==> src/rtl/palette_pkg.sv <==
// ============================================================================
// palette_pkg : shared widths, grant and fill-FSM encodings for palette writes
// Rev 1.0
// ============================================================================
`default_nettype none

package palette_pkg;

  localparam int PAL_ADDR_W = 9;
  localparam int PAL_DATA_W = 32;

  typedef enum logic {
    GNT_HOST = 1'b0,
    GNT_FILL = 1'b1
  } grant_e;

  typedef enum logic [1:0] {
    IDLE = 2'd0,
    RUN  = 2'd1,
    DONE = 2'd2
  } fill_state_e;

endpackage

`default_nettype wire

==> src/rtl/palette_wr_fifo.sv <==
// ============================================================================
// palette_wr_fifo : synchronous FIFO with full/empty flags, head shown on dout
// Rev 1.0
// ============================================================================
`default_nettype none

module palette_wr_fifo #(
  parameter int DEPTH = 4,
  parameter int WIDTH = 41
) (
  input  logic             clk,
  input  logic             rst,
  input  logic             i_push,
  input  logic [WIDTH-1:0] i_din,
  input  logic             i_pop,
  output logic [WIDTH-1:0] o_dout,
  output logic             o_full,
  output logic             o_empty
);

  localparam int PTR_W = $clog2(DEPTH);
  localparam logic [PTR_W:0] c_DEPTH = (PTR_W+1)'(DEPTH);

  logic [WIDTH-1:0] r_mem [DEPTH];
  logic [PTR_W-1:0] r_wr_ptr;
  logic [PTR_W-1:0] r_rd_ptr;
  logic [PTR_W:0]   r_count;
  logic             w_push_ok;
  logic             w_pop_ok;

  assign o_full    = (r_count == c_DEPTH);
  assign o_empty   = (r_count == '0);
  assign o_dout    = r_mem[r_rd_ptr];
  assign w_push_ok = i_push && !o_full;
  assign w_pop_ok  = i_pop && !o_empty;

  always_ff @(posedge clk) begin
    if (w_push_ok) begin
      r_mem[r_wr_ptr] <= i_din;
    end
  end

  // Depth is a power of two, so pointer overflow is the modulo wrap.
  always_ff @(posedge clk) begin
    if (rst) begin
      r_wr_ptr <= '0;
      r_rd_ptr <= '0;
      r_count  <= '0;
    end else begin
      if (w_push_ok) r_wr_ptr <= r_wr_ptr + 1'b1;
      if (w_pop_ok)  r_rd_ptr <= r_rd_ptr + 1'b1;
      case ({w_push_ok, w_pop_ok})
        2'b10:   r_count <= r_count + 1'b1;
        2'b01:   r_count <= r_count - 1'b1;
        default: r_count <= r_count;
      endcase
    end
  end

endmodule

`default_nettype wire

==> src/rtl/palette_write_ctrl.sv <==
// ============================================================================
// palette_write_ctrl : arbitrates host FIFO and block-fill writes onto the
// palette RAM write port, optionally confined to blanking.   Rev 1.0
// ============================================================================
`default_nettype none

module palette_write_ctrl
  import palette_pkg::*;
#(
  parameter int FIFO_DEPTH = 4,
  parameter int ADDR_W     = PAL_ADDR_W,
  parameter int DATA_W     = PAL_DATA_W
) (
  input  logic              clk,
  input  logic              reset,
  input  logic              host_valid,
  output logic              host_ready,
  input  logic [ADDR_W-1:0] host_addr,
  input  logic [DATA_W-1:0] host_data,
  input  logic              fill_start,
  input  logic [ADDR_W-1:0] fill_base,
  input  logic [ADDR_W:0]   fill_count,
  input  logic [DATA_W-1:0] fill_color,
  output logic              fill_busy,
  output logic              fill_done,
  input  logic              blank,
  input  logic              defer_en,
  output logic              pal_we,
  output logic [ADDR_W-1:0] pal_addr,
  output logic [DATA_W-1:0] pal_din
);

  localparam int FW = ADDR_W + DATA_W;

  fill_state_e       r_state;
  fill_state_e       w_state_nxt;
  grant_e            r_last_gnt;
  logic [ADDR_W-1:0] r_cur_addr;
  logic [ADDR_W:0]   r_remaining;
  logic [DATA_W-1:0] r_color;
  logic              r_ready_en;
  logic              r_pal_we;
  logic [ADDR_W-1:0] r_pal_addr;
  logic [DATA_W-1:0] r_pal_din;

  logic              w_push;
  logic              w_full;
  logic              w_empty;
  logic [FW-1:0]     w_fifo_dout;
  logic              w_issue_ok;
  logic              w_host_cand;
  logic              w_fill_cand;
  logic              w_gnt_host;
  logic              w_gnt_fill;

  assign host_ready = r_ready_en && !w_full;
  assign w_push     = host_valid && host_ready;

  palette_wr_fifo #(
    .DEPTH (FIFO_DEPTH),
    .WIDTH (FW)
  ) u_fifo (
    .clk     (clk),
    .rst     (reset),
    .i_push  (w_push),
    .i_din   ({host_addr, host_data}),
    .i_pop   (w_gnt_host),
    .o_dout  (w_fifo_dout),
    .o_full  (w_full),
    .o_empty (w_empty)
  );

  // With both sources pending, grant whichever did not win last time.
  assign w_issue_ok  = !defer_en || blank;
  assign w_host_cand = !w_empty;
  assign w_fill_cand = (r_state == RUN);
  assign w_gnt_host  = w_issue_ok && w_host_cand && (!w_fill_cand || r_last_gnt == GNT_FILL);
  assign w_gnt_fill  = w_issue_ok && w_fill_cand && (!w_host_cand || r_last_gnt == GNT_HOST);

  always_ff @(posedge clk) begin
    if (reset) r_state <= IDLE;
    else       r_state <= w_state_nxt;
  end

  always_comb begin
    w_state_nxt = r_state;
    case (r_state)
      IDLE: if (fill_start) w_state_nxt = (fill_count == '0) ? DONE : RUN;
      RUN:  if (w_gnt_fill && r_remaining == (ADDR_W+1)'(1)) w_state_nxt = DONE;
      DONE: w_state_nxt = IDLE;
      default: w_state_nxt = IDLE;
    endcase
  end

  always_ff @(posedge clk) begin
    if (reset) begin
      r_cur_addr  <= '0;
      r_remaining <= '0;
      r_color     <= '0;
    end else if (r_state == IDLE && fill_start && fill_count != '0) begin
      r_cur_addr  <= fill_base;
      r_remaining <= fill_count;
      r_color     <= fill_color;
    end else if (w_gnt_fill) begin
      r_cur_addr  <= r_cur_addr + 1'b1;
      r_remaining <= r_remaining - 1'b1;
    end
  end

  always_ff @(posedge clk) begin
    if (reset) begin
      r_ready_en <= 1'b0;
      r_last_gnt <= GNT_FILL;
      r_pal_we   <= 1'b0;
      r_pal_addr <= '0;
      r_pal_din  <= '0;
    end else begin
      r_ready_en <= 1'b1;
      r_pal_we   <= w_gnt_host || w_gnt_fill;
      if (w_gnt_host) begin
        r_last_gnt <= GNT_HOST;
        r_pal_addr <= w_fifo_dout[FW-1:DATA_W];
        r_pal_din  <= w_fifo_dout[DATA_W-1:0];
      end else if (w_gnt_fill) begin
        r_last_gnt <= GNT_FILL;
        r_pal_addr <= r_cur_addr;
        r_pal_din  <= r_color;
      end
    end
  end

  assign pal_we    = r_pal_we;
  assign pal_addr  = r_pal_addr;
  assign pal_din   = r_pal_din;
  assign fill_busy = (r_state == RUN);
  assign fill_done = (r_state == DONE);

endmodule

`default_nettype wire

==> config.mk <==
export PLATFORM = sky130hd
export DESIGN_NAME = palette_write_ctrl
export DESIGN_NICKNAME = d
export VERILOG_FILES = /design/src/rtl/palette_pkg.sv /design/src/rtl/palette_wr_fifo.sv /design/src/rtl/palette_write_ctrl.sv
export SDC_FILE = /design/constraint.sdc
export NUM_CORES = 1
export LEC_CHECK = 0
export BUFFER_PORTS_ARGS = -buffer_cell sky130_fd_sc_hd__clkbuf_2
export CAP_MARGIN = 10
export CORE_UTILIZATION = 57
export CTS_BUF_LIST = sky130_fd_sc_hd__clkbuf_16
export DETAILED_ROUTE_END_ITERATION = 7
export PLACE_DENSITY = 0.82
export SLEW_MARGIN = 25
export SYNTH_ARGS = -nofsm -noshare
export SYNTH_HDL_FRONTEND = slang
export SYNTH_SLANG_ARGS = --single-unit
export TNS_END_PERCENT = 5
==> constraint.sdc <==
create_clock -name clk -period 3 [get_ports clk]
set_input_delay 0.3 -clock clk [delete_from_list [all_inputs] [get_ports clk]]
set_output_delay 0.3 -clock clk [all_outputs]
set_load 0.02 [all_outputs]
======== After elaboration in Yosys (flattened, before gate mapping) ========
Memories as Yosys holds them, arrays and structs flattened. A register that Yosys moved wholly into a read port is not among the register bits.
Cells that the tools add are included.
storage, ports and cells
  output and inout bits ................... 45
  word-level logic and storage cells ...... 75
  memories ................................ 1
  bits in read-only memories .............. 0
  bits in latches ......................... 0
  input bits .............................. 98
  register bits ........................... 104
  RAM bits ................................ 164
memory list
  name          depth  bits a word  read ports  clocked after memory_dff  write ports  RTL line               source
  u_fifo.r_mem  4      41           1           1                         1            palette_wr_fifo.sv:24  logic [WIDTH-1:0] r_mem [DEPTH];
cells by class
  bitwise logic cells ..................... 1
  div/mod/pow operators ................... 0
  magnitude comparators ................... 0
  reductions and logical operators ........ 27
  $mul .................................... 0
  add/subtract/negate cells ............... 6
  equal/unequal tests ..................... 8
  muxes and demuxes ....................... 20
  shift operators ......................... 0
operators by type and width
  kind                   number
  $mux 32                2
  $mux 9                 4
  $mux 10                2
  $logic_and 1x1->1      11
  $eq 10x1->1 const B    1
  $logic_not 10->1       1
  $mux 2                 5
  $reduce_bool 10->1     1
  $sub 10x1->10 const B  1
  $add 9x1->9 const B    1
  $pmux 3 s2             1
  $reduce_bool 2->1      3
  $mux 1                 5
  $add 2x1->2 const B    2
  $eq 2x1->1 const B     2
  $eq 2x2->1 const B     2
  $logic_not 1->1        4
  $logic_or 1x1->1       4
  $pmux 2 s2             1
  $add 3x1->3 const B    1
  $eq 3x3->1 const B     1
  $logic_not 3->1        1
  $sub 3x1->3 const B    1
  $logic_not 2->1        1
  other kinds (4)        4

======== Logic depth before layout (Yosys ltp) ========
  depth after elaboration ................. 7
  gate-level depth with buffers ........... 10
  mapped depth without buffers ............ 9

======== Hierarchy ========
From an unflattened synthesis, not the netlist that was laid out.
second synthesis, totals
  cells, all modules ...................... 802
  area, all modules ....................... 10642.7 um^2
modules (own cells, without submodules)
  module              seq. area each (um^2)  cells each  times used  area each (um^2)
  palette_wr_fifo     5104.9                 269         1           6454.9
  palette_write_ctrl  1941.9                 533         1           4187.8

======== Least setup slack after synthesis ========
OpenSTA, ideal clock, no wires.
  kind .................................... register -> register
  start ................................... register u_fifo.r_count[0]
  end ..................................... memory u_fifo.r_mem[0][0] (enable)
  library setup time ...................... 402 ps
  stages on the path, launching flop included .. 4
  clock period less this slack ............ 2675 ps
  buffers on the path ..................... 0
  required time ........................... 2598 ps
  data arrival time ....................... 2273 ps
  path slack .............................. 325 ps
  path through ............................ dfxtp_1 > nor2_1 > a21boi_0 > and3_1
on the way
  longest elaborated chain between the ends .. 7
ends and longest elaborated chain
  item                          RTL line                  source
  start: declaration            palette_wr_fifo.sv:27     logic [PTR_W:0] r_count;
  start signal: assignment      palette_wr_fifo.sv:53     2'b10: r_count <= r_count + 1'b1;
  start signal: assignment      palette_wr_fifo.sv:54     2'b01: r_count <= r_count - 1'b1;
  start signal: assignment      palette_wr_fifo.sv:55     default: r_count <= r_count;
  $eq 3x3->1                    palette_wr_fifo.sv:31     assign o_full = (r_count == c_DEPTH);
  $logic_not 1->1               palette_write_ctrl.sv:56  assign host_ready = r_ready_en && !w_full;
  $logic_and 1x1->1             palette_write_ctrl.sv:56
  net host_ready                palette_write_ctrl.sv:17  output logic host_ready,
  $logic_and 1x1->1             palette_write_ctrl.sv:57  assign w_push = host_valid && host_ready;
  $logic_and 1x1->1             palette_wr_fifo.sv:34     assign w_push_ok = i_push && !o_full;
  $mux 1                        palette_wr_fifo.sv:38     if (w_push_ok) begin
  $mux 1 (implied by the code)  palette_wr_fifo.sv:39     r_mem[r_wr_ptr] <= i_din;
  end: declaration              palette_wr_fifo.sv:24
The timed path passes the listed nets, and every way through them passes these cells.

======== Worst setup path after layout ========
  start ................................... register r_state[0]
  end ..................................... register r_cur_addr[3]
on the way
  longest elaborated chain between the ends .. 4
  elaborated cells on any way between the ends .. 8
  those cells by class .................... 1 x eq/ne; 1 x mux; 6 x reduce/logical
ends and longest elaborated chain
  item                                                          RTL line                                             source
  start: declaration                                            palette_write_ctrl.sv:35                             fill_state_e r_state;
  start signal: assignment                                      palette_write_ctrl.sv:82                             else r_state <= w_state_nxt;
  $eq 2x1->1 / $logic_not 2->1 (equally long branches)          palette_write_ctrl.sv:76, palette_write_ctrl.sv:100
  $logic_and 1x1->1, on equally long branches (2 in a row)      palette_write_ctrl.sv:78, palette_write_ctrl.sv:100
  $reduce_bool 2->1 (no line) / $mux 9 (equally long branches)  n/a
  end signal: assignment                                        palette_write_ctrl.sv:101                            r_cur_addr <= fill_base;
  end signal: assignment                                        palette_write_ctrl.sv:105                            r_cur_addr <= r_cur_addr + 1'b1;
  end: declaration                                              palette_write_ctrl.sv:38                             logic [ADDR_W-1:0] r_cur_addr;
Parallel ways exist; a longest one is shown, timed or not.
A chain may end at the register's enable or synchronous reset.

==> flow_summary_export.csv <==
group,metric,value,unit
run_status,status,"finished, final reports clean",
yosys,synthFlopType,"edfxtp_1",
layout,multi_input_area,3040,µm²
sta,finalSetupViolCount,0,
grt,antenna_found_initial,0,
power,internal_power,7.70,mW
run,cap_violations,0,
clock_tree,cts_buffers,27,
yosys,syn_nets,860,
min_path,min_path_cells,3,
sta,finClkSkew,0.0232,ns
power,seq_power_share,42.8,%
yosys,yosysTopAreaCell,"edfxtp_1",
clock_tree,cts_resized,0,
sta,drv_slew,0,
route,drt_first_pass_iters,5,
yosys,yosys_warnings,0,
route,via_count,7432,
yosys,netlist.area_leader.share,47.8,%
grt,grtUsageTotal,28.7,%
worst_setup_path,worstPathArrival,2.78,ns
yosys,postSynth.asyncResetShare,0,%
floorplanning,core,17500,µm²
sta,setup_tns,0,ns
yosys,synthCells,753,
sta,max_freq,422,MHz
layout,n_fill_cell,1025,
floorplanning,die_w,136,µm
grt,grt_first_pass_wirelength,39.8,mm
layout,antenna_cells,0,
route,wl_per_cell,21.8,µm
power,switching_share,31.1,%
power,combPwrFrac,25.1,%
placed_design,finalWeightedCongestion,0.839,
clock_tree,clock_sinks,270,
floorplanning,ios,143,
sta,worst_slew_pin_slew,0.853,ns
sta,rsz0062_at_grt,"false",
route,final_antenna_net_count,0,
sta,relSlewSlack,43.1,%
min_path,hold_path.class,"input port to flip-flop",
route,finalWirelength,26.1,mm
layout,regArea,7050,µm²
sta,hold_viol_final,0,
yosys,ys_types,50,
floorplanning,num_rows,48,
clock_tree,post-cts-setup-buffers,0,
worst_setup_path,path_max_fanout,23,
worst_setup_path,rrSetupSlack,0.63,ns
clock_tree,cts_root_buf,"clkbuf_16",
layout,fin_nets,1058,
sta,min_period_over_period,79.1,%
route,viasPerCell,6.21,
yosys,synth-seq-area-share,68.4,%
yosys,synth-edff-count,164,
sta,fin_crit,2.37,ns
worst_setup_path,worstReg2RegStart,"r_state[0]",
clock_tree,clock_latency,0.54,ns
clock_tree,htreeDepth,1,
floorplanning,initial_core_util,58.9,%
worst_setup_path,reg2regPathDepth,5,
yosys,syn_area,10300,µm²
clock_tree,clockBufferDepth,3,
worst_setup_path,cp-end-kind,"flip-flop",
yosys,synth_seq_cells,270,
clock_tree,clkTransAtPathRegs,0.07,ns
worst_setup_path,crit_path_start_kind,"flip-flop",
floorplanning,die-area,18600,µm²
sta,fin_ws,0.628,ns
power,vdd_drop_max,0.000612,V
layout,syn_to_final_growth,24.6,%
power,clockPowerShare,32.2,%
power,leakage,4.74,nW
route,drt-initial-drc-count,646,
placed_design,pre_cts_slack,0.662,ns
route,drc,0,
grt,gr-total-overflow,0,
placed_design,hpwlAfterDp,15.1,mm
min_path,holdPathEnd,"r_color[20]",
grt,grt_max_degree,53,
placed_design,port_buffers,142,
floorplanning,chipHeight,136,µm
power,p_per_area,871,nW/µm²
power,p_switching,3.47,mW
yosys,synth_area_leaders,"edfxtp_1 48%, dfxtp_1 21%, mux4_2 9.0%, nand2_1 3.0%, o22ai_1 2.6%",
min_path,hp-start,"fill_color[20]",
worst_setup_path,cp.required,3.41,ns
yosys,syn_area_per_cell,13.7,µm²
layout,layout-drive-gt1-share,26.7,%
worst_setup_path,r2r-end,"r_cur_addr[3]",
worst_setup_path,worstSetupPathType,"flip-flop to flip-flop",
clock_tree,tritoncts,"built",
sta,holdWs,0.00355,ns
grt,grt_pass1_vias,7486,
layout,fin_util,73.4,%
-- worst max-delay path, cell delays in order (launching register included) --
cell	delay (ns)
dfxtp_1	0.34
or3b_2	0.52
a31oi_4	0.59
buf_4	0.41
nor3_1	0.11
a211o_1	0.26
-- cells by family after synthesis --
logic type                 count (synthesis)  share of synthesized area, %
AOI/OAI and AO/OA                        169                          9.92
xor gates and xnor gates                   6                         0.510
adders and majority gates                  9                          1.17
buffers and inverters                     63                          2.40
DFF                                      270                          68.4
muxes                                     42                          9.06
and+or+nand+nor                          194                          8.53
-- worst max path at each step --
stage / start / end / slack [ns]
final: r_state[0] / r_cur_addr[3] / 0.63
after global routing: u_fifo.r_count[2] / u_fifo.r_count[2] / 0.49
after CTS: u_fifo.r_count[2] / u_fifo.r_count[2] / 0.68
after detailed placement: fill_start / r_cur_addr[3] / 0.66
after global placement: fill_start / r_cur_addr[3] / 0.70
after floorplan: u_fifo.r_count[0] / u_fifo.r_mem[0][0] / 0.32
-- sequential cells by signal, indices dropped and copies added, names as in the netlist, 2 cells and up, named ones only --
signal           flops
u_fifo.r_rd_ptr      2
pal_addr             9
pal_din             32
u_fifo.r_wr_ptr      2
u_fifo.r_mem       164
r_color             32
r_cur_addr           9
u_fifo.r_count       3
r_remaining         10
r_state              2
-- cells in the final DEF, fill, tap and decap left out, types with 5 or more instances in the layout --
cell type and instances:
edfxtp_1 164, clkbuf_2 142, dfxtp_1 104, nand2_1 82, dlygate4sd3_1 54, nor2_1 51
o21ai_0 44, o22ai_1 42, mux4_2 41, a21oi_1 40, clkbuf_16 27, buf_4 18
inv_1 15, nand3_1 11, ha_1 8, o311ai_0 7, a31oi_1 7, nor3_1 7
or3_1 6, clkinv_1 6, or4_1 6, bufinv_16 6, nand2b_1 5, o31ai_1 5
nor4_1 5, clkinv_2 5
-- power by group through the flow --
stage / Clock, mW / Sequential, mW / Combinational [mW]
after floorplan: 0 / 4.97 / 1.60
after global placement: 0 / 4.81 / 2.58
after detailed placement: 0 / 4.83 / 2.64
after CTS: 3.60 / 4.77 / 2.75
after global routing: 3.76 / 4.83 / 3.00
final: 3.59 / 4.78 / 2.80
-- final cells by class --
type / instances / area share (%)
repair buffers: 217 / 11.3
clock inverters: 23 / 2.17
multi-input cells: 420 / 23.7
inverters: 15 / 0.439
well taps: 225 / 2.19
flip-flops and latches: 270 / 55.0
clock buffers: 27 / 5.27
-- metal layers --
| layer | GRT usage, % | vias up | part of all wire, % |
|---|---|---|---|
| met4 | 13.3 | 0 | 4.0 |
| met2 | 49.5 | 420 | 51 |
| li1 | - | 3278 | - |
| met1 | 35.3 | 3643 | 38 |
| met3 | 5.00 | 91 | 7.3 |
| met5 | 0 | - | 0 |
-- what timing repair did --
| action | 4_1_cts | 5_1_grt |
|---|---|---|
| setup endpoints to repair | 0 | 0 |
| endpoints found under the hold margin | 144 | 5 |
| hold buffers | 52 | 2 |
-- Yosys cell counts, types with 3 or more instances --
master    instances
nand3_1          11
nor4_1            5
a22oi_1           4
nand2b_1          5
nand2_1          82
inv_1            14
clkbuf_1         35
nor3_1            7
ha_1              8
a21oi_1          40
o31ai_1           5
or3_1             6
o311ai_0          7
buf_1             4
xnor2_1           3
buf_2             9
dfxtp_1         106
a31oi_1           9
o21ai_0          44
or4_1             6
a211oi_1          4
o22ai_1          42
nor2_1           51
mux4_2           41
xor2_1            3
and3_1            8
edfxtp_1        164
-- through the flow --
stage / instances / area, µm² / power, mW
3_3_place_gp: 1093 / 11300 / 7.39
2_1_floorplan: 753 / 10300 / 6.57
6_report: 1197 / 12800 / 11.2
4_1_cts: 1195 / 12800 / 11.1
5_1_grt: 1197 / 12800 / 11.6
3_5_place_dp: 1093 / 11300 / 7.47
(Power assumes the default switching activity.)
